[src/rtl/mem_port_arbiter.sv]
// rtl/mem_port_arbiter.sv - two-requester round-robin arbiter for a single-ported memory
//
// Purpose: serialises accesses from two Addr/RW/En style masters onto one
// memory port. One transaction is outstanding at a time. Read data comes back
// with a one-cycle Valid strobe.
//
// Ports:
//   Clk, Rst               clock (rising edge), asynchronous active-high reset
//   Req0/Addr0/RW0/WData0  requester 0 request bus (RW 0 = read, 1 = write)
//   Gnt0, Valid0           requester 0 issue pulse, completion pulse
//   Req1/Addr1/RW1/WData1  requester 1 request bus
//   Gnt1, Valid1           requester 1 issue pulse, completion pulse
//   RData                  read data, meaningful while Valid0 or Valid1 is high
//   MAddr/MRW/MEn/MWData   memory port, driven during the issue cycle only
//   MRData                 memory read data, valid MEM_LAT cycles after MEn
//   Cnt0, Cnt1             saturating grant counters (only with ARB_STATS_EN)
//
// Build option: define ARB_STATS_EN to add the Cnt0/Cnt1 grant counters.
module mem_port_arbiter #(
  parameter int ADDR_W  = 4,
  parameter int DATA_W  = 32,
  parameter int MEM_LAT = 1
) (
  input  logic              Clk,
  input  logic              Rst,
  input  logic              Req0,
  input  logic [ADDR_W-1:0] Addr0,
  input  logic              RW0,
  input  logic [DATA_W-1:0] WData0,
  output logic              Gnt0,
  output logic              Valid0,
  input  logic              Req1,
  input  logic [ADDR_W-1:0] Addr1,
  input  logic              RW1,
  input  logic [DATA_W-1:0] WData1,
  output logic              Gnt1,
  output logic              Valid1,
  output logic [DATA_W-1:0] RData,
  output logic [ADDR_W-1:0] MAddr,
  output logic              MRW,
  output logic              MEn,
  output logic [DATA_W-1:0] MWData,
  input  logic [DATA_W-1:0] MRData
`ifdef ARB_STATS_EN
  ,
  output logic [15:0]       Cnt0,
  output logic [15:0]       Cnt1
`endif
);

  typedef enum logic [1:0] {S_idle, S_issue, S_wait, S_resp} state_t;

  state_t     state, state_n;
  logic       last;       // port granted most recently; the other one wins a tie
  logic       win_id, win_n;
  logic       lat_rw;
  logic [2:0] lat_cnt;
  logic       take;       // idle with a request: latch the winner this edge
  logic       cap;        // last wait cycle of a read: capture MRData this edge
  logic       gnt0_n, gnt1_n, valid0_n, valid1_n, men_n;

  always_comb begin
    state_n  = state;
    win_n    = win_id;
    take     = 1'b0;
    cap      = 1'b0;
    case (state)
      S_idle: begin
        if (Req0 || Req1) begin
          take    = 1'b1;
          win_n   = (Req0 && Req1) ? ~last : Req1;
          state_n = S_issue;
        end
      end
      S_issue: state_n = S_wait;
      S_wait: begin
        if (lat_cnt == 3'd1) begin
          cap     = ~lat_rw;
          state_n = S_resp;
        end
      end
      S_resp:  state_n = S_idle;
      default: state_n = S_idle;
    endcase
    // Outputs are registered, so they are decoded from the state being entered.
    men_n    = (state_n == S_issue);
    gnt0_n   = men_n & ~win_n;
    gnt1_n   = men_n & win_n;
    valid0_n = (state_n == S_resp) & ~win_n;
    valid1_n = (state_n == S_resp) & win_n;
  end

  always_ff @(posedge Clk or posedge Rst) begin
    if (Rst) begin
      state   <= S_idle;
      last    <= 1'b1;
      win_id  <= 1'b0;
      lat_rw  <= 1'b0;
      lat_cnt <= 3'd0;
      Gnt0    <= 1'b0;
      Gnt1    <= 1'b0;
      Valid0  <= 1'b0;
      Valid1  <= 1'b0;
      RData   <= '0;
      MAddr   <= '0;
      MRW     <= 1'b0;
      MEn     <= 1'b0;
      MWData  <= '0;
    end else begin
      state  <= state_n;
      Gnt0   <= gnt0_n;
      Gnt1   <= gnt1_n;
      Valid0 <= valid0_n;
      Valid1 <= valid1_n;
      MEn    <= men_n;
      // The memory-port registers double as the latched request; they hold
      // the winner's bus for the issue cycle and are cleared afterwards.
      if (take) begin
        win_id <= win_n;
        lat_rw <= win_n ? RW1 : RW0;
        MAddr  <= win_n ? Addr1 : Addr0;
        MRW    <= win_n ? RW1 : RW0;
        MWData <= win_n ? WData1 : WData0;
      end else if (state == S_issue) begin
        MAddr  <= '0;
        MRW    <= 1'b0;
        MWData <= '0;
      end
      if (state == S_issue)
        lat_cnt <= 3'(MEM_LAT);
      else if (state == S_wait)
        lat_cnt <= lat_cnt - 3'd1;
      if (cap)
        RData <= MRData;
      if (state == S_resp)
        last <= win_id;
    end
  end

`ifdef ARB_STATS_EN
  always_ff @(posedge Clk or posedge Rst) begin
    if (Rst) begin
      Cnt0 <= 16'd0;
      Cnt1 <= 16'd0;
    end else begin
      if (gnt0_n && (Cnt0 != 16'hFFFF))
        Cnt0 <= Cnt0 + 16'd1;
      if (gnt1_n && (Cnt1 != 16'hFFFF))
        Cnt1 <= Cnt1 + 16'd1;
    end
  end
`endif

endmodule

[config.mk]
export PLATFORM = sky130hd
export DESIGN_NAME = mem_port_arbiter
export DESIGN_NICKNAME = d
export VERILOG_FILES = /design/src/rtl/mem_port_arbiter.sv
export SDC_FILE = /design/constraint.sdc
export NUM_CORES = 1
export LEC_CHECK = 0
export BUFFER_PORTS_ARGS = -buffer_cell sky130_fd_sc_hd__buf_2
export CORE_ASPECT_RATIO = 2
export CORE_MARGIN = 4
export CORE_UTILIZATION = 35
export CTS_CLUSTER_DIAMETER = 200
export DETAILED_ROUTE_END_ITERATION = 10
export HOLD_SLACK_MARGIN = 0.15
export SLEW_MARGIN = 20
export SYNTH_ARGS = -nofsm -noshare
export SYNTH_HDL_FRONTEND = slang
export SYNTH_SLANG_ARGS = --single-unit
export TNS_END_PERCENT = 1
[constraint.sdc]
create_clock -name Clk -period 2.86 [get_ports Clk]
set_clock_uncertainty 0.05 [all_clocks]
set_input_delay 0.858 -clock Clk [delete_from_list [all_inputs] [get_ports Clk]]
set_output_delay 0.858 -clock Clk [all_outputs]
set_load 0.02 [all_outputs]
Word-level counts from Yosys, hierarchy flattened
Index checks and enable logic that the tools add are counted.
{ "totals": {"reg_bits": 82, "input_bits": 110, "out_inout_bits": 74, "word_cells": 54} }
{ "classes": {"n_addsub": 1, "n_eq_ne": 6, "n_mux": 21, "bitwise_logic": 7, "reduce_logical": 5} }
{ "op_table": {"columns": ["op", "count"], "rows": [
  ["2-to-1 mux 32 bit", 3],
  ["2-to-1 mux 4 bit", 3],
  ["2-to-1 mux 1 bit", 10],
  ["case mux 2 bit (4 select lines)", 1],
  ["equality test 2 bit (second input constant)", 3],
  ["2-to-1 mux 3 bit", 2],
  ["bitwise AND 1 bit", 4],
  ["equality test 2 x 1 -> 1 bit (second input constant)", 2],
  ["2-to-1 mux 2 bit", 2],
  ["nonzero test 2 bit", 2],
  ["equality test 3 x 1 -> 1 bit (second input constant)", 1],
  ["NOT 1 bit", 3],
  ["subtractor 3 x 1 -> 3 bit (second input constant)", 1],
  ["zero test 2 bit", 1],
  ["logical AND 1 bit", 1],
  ["logical OR 1 bit", 1]
]} }

Depth between registers and ports, before layout
Gate-level depths: netlist of run 1.
{ "logic_depth": {"depth_word": 6, "depth_mapped": 7} }

Worst setup path after synthesis of run 1
Ideal clock, no wire load.
{ "synth_timing": {"path_kind": "input-to-reg", "startpoint": "input Req0", "endpoint": "register MWData[20]", "arrival_ns": 1.565, "required_ns": 2.672, "setup_slack_ns": 1.107, "stages": 5, "n_path_buf": 2, "path_cell_list": "or2_1 -> buf_4 -> buf_2 -> nand3_1 -> o211ai_1"} }
{ "synth_between": {"elab_chain_len": 6, "elab_cells_between_ends": 10} }
{ "synth_lines": {"columns": ["item", "line_no", "text"], "rows": [
  ["start, declared", "26", "input logic Req0,"],
  ["logical AND 1 bit", "71", "win_n = (Req0 && Req1) ? ~last : Req1;"],
  ["2-to-1 mux 1 bit", "71", null],
  ["2-to-1 mux 1 bit", "69", "if (Req0 || Req1) begin"],
  ["2-to-1 mux 1 bit", "67", "case (state)"],
  ["2-to-1 mux 32 bit", "123", "MWData <= win_n ? WData1 : WData0;"],
  ["2-to-1 mux 32 bit", "118", "if (take) begin"],
  ["end signal, assigned", "123", null],
  ["end, declared", "42", "output logic [DATA_W-1:0] MWData,"]
]} }
Parallel ways exist; a longest one is shown, timed or not.
A chain may end at the register's enable or synchronous reset.

Final worst setup path of run 1
{ "layout_timing": {"startpoint": "register state[0]", "endpoint": "register lat_rw"} }
{ "layout_between": {"elab_chain_len": 3, "elab_cells_between_ends": 4} }
{ "layout_lines": {"columns": ["item", "line_no", "text"], "rows": [
  ["start, declared", "53", "state_t state, state_n;"],
  ["start signal, assigned", "95", "state <= S_idle;"],
  ["start signal, assigned", "110", "state <= state_n;"],
  ["zero test 2 bit *", "67", null],
  ["2-to-1 mux 1 bit", "67", null],
  ["2-to-1 mux 1 bit", "120", "lat_rw <= win_n ? RW1 : RW0;"],
  ["end signal, assigned", "120", null],
  ["end, declared", "56", "logic lat_rw;"]
]} }
Every way passes the cells marked *; elsewhere a longest branch is shown, timed or not.

==> summary by stage, run 1 <==
Die
In this run the core area contains 55 standard-cell rows. The die area is 13530 um2. The initial core utilization is 0.3587.

In this run the vertical extent of the chip is around 160 um. Measured along the x axis, the die boundary spans 84.28 um. The placeable core area is around 11000 um2. The number of I/O pins is approximately 180.

Yosys
By area the synthesized netlist is led by sky130_fd_sc_hd__dfrtp_1, sky130_fd_sc_hd__mux2_4, sky130_fd_sc_hd__nand3_1. The multiplexer fraction of the synthesized cell area is 0.1217. The post-synthesis instance area is just over 4000 um2. The simple-gate area share of the yosys netlist is 0.1883. The synthesized area per cell is approximately 12 um2. After synthesis, the largest family of logic cells by area is simple AND/OR/NAND/NOR gates.

The synthesized netlist net count is between 400 and 500. The largest area contributor in the synthesized netlist is sky130_fd_sc_hd__dfrtp_1. The adder-cell share of the synthesized area is 0.02151.

The area fraction in compound gates after synthesis was 0.1051. The number of warning messages in the yosys log is 0. In this run, distinct cell masters in the synthesized netlist total 31. After synthesis the netlist holds a flip-flop and latch count of 82. The top cell type's share of synthesized area is 0.4977. The sequential cell area fraction in the yosys report is 0.5041.

Of the total synthesized cell area, the portion taken by XOR and XNOR cells is 0. Synthesis produced a netlist whose cell count is 338.

Global route
The largest net degree at the start of global routing is 83. For met2 alone, demand over resource in global routing was 0.3198. The number of antenna violations at the first check in global routing came to 0. The via count of the first global-routing pass is ~3.7k. For this run the aggregate overflow at the end of global routing stands at 0.

For met3 alone, demand over resource in global routing was 0.03285. The highest-utilization routing layer at the global route stage is met2. The wire length of the first global-routing pass is 19.00 mm.

Across every metal layer, demand over resource in global routing totals 0.1742. The met1 capacity usage during global routing is 0.1932.

Final layout
The library cell used most frequently in the layout, excluding fill and tap cells, is sky130_fd_sc_hd__buf_2. The non-filler instance count after layout is 654. The number of antenna diodes in the final layout is 0. The top cell types in the final layout, fill and taps aside, are sky130_fd_sc_hd__buf_2, sky130_fd_sc_hd__dfrtp_1, sky130_fd_sc_hd__nand3_1.

The number of nets in the finished design is 624. The post-synthesis to final-layout area growth is 31.34%. In the final layout, the share of cells above drive strength 1 is 0.5273.

Timing
The final number of max-transition violations is 0. After layout, the worst setup slack is between 0.7 and 0.8 ns. The number of failing hold endpoints at the final stage came to 0. The final total negative setup slack is 0 ns.

Setup repair after global routing left no endpoint under its margin. The transition time at the pin with the least slew margin is approximately 0.96 ns. The maximum frequency from static timing analysis is 478.2 MHz.

The headroom to the max-slew limit is 0.3577. Of the available clock period, the critical path in the final layout requires 0.7312. The final setup violation count is 0. The routed design could run at a clock period as short as 2.091 ns.

Clocking
The tree built by TritonCTS fans out to slightly above 80 sinks. The total clock buffers created by CTS is 9. The CTS clock-pin slew for the worst setup and hold paths is about 0.060 ns.

The clock latency at the later pin of the worst-skew pair is 0.33 ns. The tree is rooted in a sky130_fd_sc_hd__clkbuf_16. After clock tree synthesis, the setup repair step added 0 buffers. TritonCTS built the clock tree. The maximum clock path buffer count is 2. The hold buffer count at cts is 0. The number of cells upsized or downsized after cts is 0. The H-tree level count is 3.

Power and ir drop
The part of the power in registers is 0.320. Of the total power, the share spent switching nets is 0.4209. For this design the ratio of total power to cell area is 1189 nW/um2. The net switching power is 2.677 mW. The internal portion of the total power is roughly 3.7 mW. The portion of total power attributed to combinational logic is 0.510.

The worst ir drop on vdd is around 0.00052 V. The share of total power dissipated in the clock network is 0.170. Summed over all cells, the static leakage comes to 2.608 nW. Overall power consumption after layout is estimated at about 6.4 mW.

Worst hold path
The path class of the lowest-slack min-delay path is reg2reg. In this run the most critical hold path is launched from RData[17]. For hold timing, the worst endpoint is RData[17].

The number of cells on the worst hold path is 1.

Routing
The total wirelength of the detailed-routed design is approximately 12 mm. The count of nets left with antenna violations once routing finished came out at 0. The number of DRC violations after detailed routing is 0. The average wire per cell in the routed design is roughly 18 um. The number of DRC markers in iteration 0 is 145. The detail-routed via count per cell is about 5.2.

For this block, the via count after detailed routing is about 3.4k. The iteration count of the initial detailed-routing pass is 4.

Critical path
The critical path start-end classification is reg2reg. The startpoint identified for the worst register-to-register timing path is state[0]. The endpoint identified for the worst register-to-register timing path is lat_rw. The worst-case register-to-register setup slack is 0.77 ns. The required time at the worst-slack endpoint is around 3 ns. The critical path startpoint category is a register. For the worst setup path, the data arrival time is roughly 2.2 ns.

Of all nets on the critical path, the largest fanout is 38. The worst reg2reg path depth is 5. The origin of the worst setup path is state[0]. The nature of the critical path endpoint is a register.

Placed design
At the placement stage, the worst setup path has a slack of between 0.4 and 0.5 ns. The count of buffers added on input and output ports is 183. Detailed placement finished with a half-perimeter wire length of approximately 8.3 mm. Including well taps, the total number of placed cells is around 640. The global placer's final weighted congestion is 0.7828.

Flow run
The max capacitance violation total is 0.

Run status
The flow ran to the end, and the final reports show no timing, DRC or antenna violations.
## kinds of logic after synthesis
| family | Yosys count |
|---|---|
| buffers and inverters | 39 |
| muxes | 34 |
| DFF | 82 |
| adders and majority gates | 7 |
| AOI/OAI and AO/OA | 44 |
| and+or+nand+nor | 132 |
## synthesized netlist by cell type, drive strengths merged
master / n
o211ai: 38
nor2: 6
nor3: 1
nand3: 74
nand2: 4
a211oi: 1
nand2b: 1
or2: 1
o21ai: 2
nor4bb: 2
clkbuf: 11
ha: 7
a21oi: 2
dfstp: 1
nor4b: 2
inv: 6
buf: 22
nand3b: 37
nor3b: 1
o22ai: 1
nor4: 1
dfrtp: 81
mux2: 34
and2: 2
## layout make-up
class,count,area [um2]
multi-input combinational,217,1812
fill,1030,6006
clock inverter,6,50.05
timing repair buffer,191,1001
inverter,6,26.28
tap,142,177.7
clock buffer,10,229.0
sequential,82,2053
## worst max path at each step
stage / slack [ns] / endpoint / cells after the start
finish: 0.77 / lat_rw / 5
floorplan: 1.01 / Gnt0 / 1
global route: 0.58 / MWData[30] / 5
global placement: 0.51 / MWData[30] / 4
detailed placement: 0.47 / MAddr[0] / 4
CTS: 0.73 / MAddr[2] / 5
## power groups by stage
stage | Clock, mW | Combinational, mW | Sequential (mW)
global placement | 0 | 3.22 | 2.04
detailed placement | 0 | 3.29 | 2.05
global route | 1.16 | 3.51 | 2.11
floorplan | 0 | 1.67 | 2.64
finish | 1.08 | 3.24 | 2.03
CTS | 1.12 | 3.30 | 2.04
## layer usage
| metal | vias to the layer above | share of wire |
|---|---|---|
| li1 | 1571 | - |
| met1 | 1702 | 0.38 |
| met2 | 139 | 0.54 |
| met3 | 16 | 0.060 |
| met4 | 0 | 0.020 |
| met5 | - | 0 |
## flip-flops by register name (all words and copies together) (netlist names)
signal   cells
MEn          1
MAddr        4
state        2
last         1
Gnt1         1
Valid1       1
MWData      32
win_id       1
Gnt0         1
Valid0       1
lat_rw       1
MRW          1
RData       32
lat_cnt      3
## worst max-delay path, stage by stage (launching register included)
cell,delay [ns]
sky130_fd_sc_hd__dfrtp_1,0.42
sky130_fd_sc_hd__inv_1,0.12
sky130_fd_sc_hd__ha_2,0.19
sky130_fd_sc_hd__and2_2,0.14
sky130_fd_sc_hd__and2_2,0.76
sky130_fd_sc_hd__o211ai_1,0.20
## through the flow
| step | utilization | cell area, um2 | hold WS, ns |
|---|---|---|---|
| after floorplan | - | 4076 | 0.4281 |
| after global placement | 0.4465 | 5070 | 0.4380 |
| after detailed placement | 0.4465 | 5070 | 0.4403 |
| after CTS | 0.4711 | 5349 | 0.4573 |
| after global routing | 0.4711 | 5349 | 0.4675 |
| final | 0.4711 | 5349 | 0.4515 |
(Power assumes the default switching activity.)
==> run 2, diff against run 1 <==
clock period = 2.1 ns   (was 2.86 ns; I/O delays follow)
==> summary by stage, run 2 (same netlist as run 1, synthesis figures left out) <==
Run status
The run finished with clean final reports.

Global route
The largest net degree at the start of global routing is 40 (-52%). The highest-utilization routing layer at the global route stage is met2. The overall fraction of global-route tracks in use is 0.1757 (+0.001561). The fraction of met3 tracks used by global routing was 0.04055 (+0.007700). The wire length of the first global-routing pass is 19.00 mm (unchanged).

The aggregate global routing overflow was 0 (unchanged). The met1 capacity usage during global routing is 0.1905 (-0.002693). The met2 track demand over resource in global routing is 0.3263 (+0.006475). The via count of the first global-routing pass is 3727 (+1.1%).

The number of antenna violations at the first check in global routing is 2 (+2).

Clocking
The total clock buffers created by CTS is 9 (unchanged). The CTS root buffer is sky130_fd_sc_hd__clkbuf_16. The number of clock sinks was 82 (unchanged). The maximum clock path buffer count was 2 (unchanged). The hold buffer count at cts is 0 (unchanged). The CTS tree is built. The H-tree level count is 3 (unchanged). The count of buffers added by post-CTS timing repair for setup is 0 (unchanged).

The clock latency at the later pin of the worst-skew pair is 0.33 ns (about the same). The CTS clock-pin slew for the worst setup and hold paths is 0.06 ns (about the same).

Routing
The detail-routed via count per cell is 5.195 (-0.90%). The average wire per cell in the routed design is 18.10 um (+0.38%). The post-route antenna net violation count is 0 (unchanged). The iteration count of the initial detailed-routing pass is 4 (unchanged). The via total after detailed routing is 3418 (-0.29%).

The number of DRC violations after detailed routing is 0 (unchanged). The number of DRC markers in iteration 0 came to 107 (-26%). The total wirelength of the detailed-routed design is 11.91 mm (+0.99%).

Timing
The headroom to the max-slew limit is 0.6255 (+0.2679). The maximum frequency from static timing analysis came to 517.6 MHz (+8.2%). The final critical-path setup slack is 0.1680 ns (-0.6008 ns).

The final setup violation count came to 0 (unchanged). The number of failing hold endpoints at the final stage is 0 (unchanged). The post-route minimum period is 1.932 ns (-0.1592 ns). The final number of max-transition violations is 0 (unchanged). Setup repair after global routing left no endpoint under its margin. The final worst hold slack is 0.2754 ns (-0.1760 ns). The fraction of the cycle the final worst path needs came to 0.9200 (+0.1888).

The transition time at the pin with the least slew margin is 0.5617 ns (-0.4018 ns).

Die
The placeable core area came to 11350 um2 (unchanged). The die area is 13530 um2 (unchanged). The floorplan die width is 84.28 um (unchanged). The initial core utilization is 0.3587 (unchanged).

The die span in y was 160.6 um (unchanged). The count of standard-cell rows is 55 (unchanged). The number of I/O pins is 184 (unchanged).

Flow run
The max capacitance violation total is 0 (unchanged).

Final layout
Compared with the post-synthesis result, the final layout area differs by 34.96%. The fraction of layout cells with a size suffix above 1 is 0.5331 (+0.005730). Leaving out fill and tap cells, the most frequent cell in the layout is sky130_fd_sc_hd__buf_2. The filler cell count in the final layout is 1042 (+1.2%).

The top cell types in the final layout, fill and taps aside, are sky130_fd_sc_hd__buf_2, sky130_fd_sc_hd__dfrtp_1, sky130_fd_sc_hd__nand3_1. The number of nets in the finished design is 627 (+0.48%). The post-route core utilization came to 0.4841 (+0.01300). The largest registers in the layout are MWData: 32 flops, RData: 32 flops, MAddr: 4 flops.

Critical path
The data arrival at the endpoint of the critical path is 2.11 ns (-0.11 ns). The worst setup path is launched from a register. The nature of the critical path endpoint is a register. The maximum fanout along the worst path was 38 (unchanged). The critical path start-end classification is reg2reg.

The required time at the worst-slack endpoint is 2.28 ns (-0.71 ns).

Power and ir drop
The areal power density over the cells is 1667 nW/um2 (+40%). The leakage component of the power is 2.676 nW (+2.6%). The worst ir drop on vdd came to 0.0007783 V (+51%).

Placed design
The global placer's final weighted congestion is 0.7875 (+0.60%). The placement-stage worst setup slack came to -0.08161 ns (-0.5499 ns). The count of input and output buffers was 183 (unchanged). The half-perimeter wire length after placement is 8.777 mm (+5.3%).

Worst hold path
The tightest min-delay check is of the in2async type.
run 2: cell count changes in the layout (fill, tap and decap cells not counted):
cell | before | now
sky130_fd_sc_hd__buf_12 | 2 | 4
sky130_fd_sc_hd__clkbuf_1 | 1 | 0
sky130_fd_sc_hd__nor4bb_2 | 0 | 1
sky130_fd_sc_hd__bufinv_16 | 0 | 4
sky130_fd_sc_hd__diode_2 | 0 | 2
sky130_fd_sc_hd__and2_2 | 2 | 1
sky130_fd_sc_hd__buf_6 | 0 | 1
sky130_fd_sc_hd__clkinv_4 | 2 | 0
sky130_fd_sc_hd__nor4bb_1 | 1 | 0
sky130_fd_sc_hd__clkinvlp_4 | 3 | 1
sky130_fd_sc_hd__and2_4 | 0 | 1
run 2: timing repair:
item                                    in CTS  in global routing
gates resized for setup                      1                  2
pin swaps                                    0                  0
endpoints found under the setup margin      15                  1
hold endpoints to repair                     0                  0
run 2: path summary, 6_finish.rpt:
kind / from / to / slack [ns] / cells past startpoint
max reg2reg: state[0] / Valid1 / 0.17 / 6
min in group Clk: RData[6] / RData[6] / 0.45 / 1
min: Rst / MAddr[1] / 0.28 / 2
max: state[0] / Valid1 / 0.17 / 6
min reg2reg: RData[6] / RData[6] / 0.45 / 1
max in group asynchronous: Rst / last / 1.14 / 3
run 2: metrics by stage:
step / total power, mW / std cells / area, um2 / TNS (ns)
6_report: 9.163 / 658 / 5497 / 0
5_1_grt: 9.723 / 658 / 5497 / 0
4_1_cts: 9.270 / 656 / 5482 / 0
3_5_place_dp: 7.310 / 641 / 5117 / -1.161
3_3_place_gp: 7.186 / 641 / 5117 / -0.1679
2_1_floorplan: 5.870 / 338 / 4076 / 0
run 2: area by class of cell:
cell class,instances,area [um2],area share
antenna,2,5.005,0.0009105
clock buffer,9,225.2,0.04097
clock inverter,6,137.6,0.02504
inverter,6,26.28,0.004780
multi-input combinational,217,1819,0.3310
sequential,82,2053,0.3735
tap,142,177.7,0.03232
timing repair buffer,194,1052,0.1914
run 2: worst max-delay path, stage by stage, from the launching register on:
cell,delay (ns)
sky130_fd_sc_hd__dfrtp_1,0.41
sky130_fd_sc_hd__inv_1,0.11
sky130_fd_sc_hd__ha_2,0.20
sky130_fd_sc_hd__and2_2,0.19
sky130_fd_sc_hd__buf_4,0.28
sky130_fd_sc_hd__a21oi_2,0.25
sky130_fd_sc_hd__nor4bb_2,0.34
run 2: report_power, final:
| part | leakage [nW] | internal [mW] | switching, mW | total, mW |
|---|---|---|---|---|
| sequential | 1.01 | 2.37 | 0.423 | 2.79 |
| combinational | 1.49 | 1.87 | 2.60 | 4.47 |
| clock | 0.177 | 1.28 | 0.621 | 1.90 |
| total | 2.68 | 5.52 | 3.64 | 9.16 |
run 2: routing by layer:
metal	vias up	part of all wire
met5	-	0
met4	0	0.016
met3	13	0.065
met2	135	0.56
met1	1696	0.36
li1	1574	-
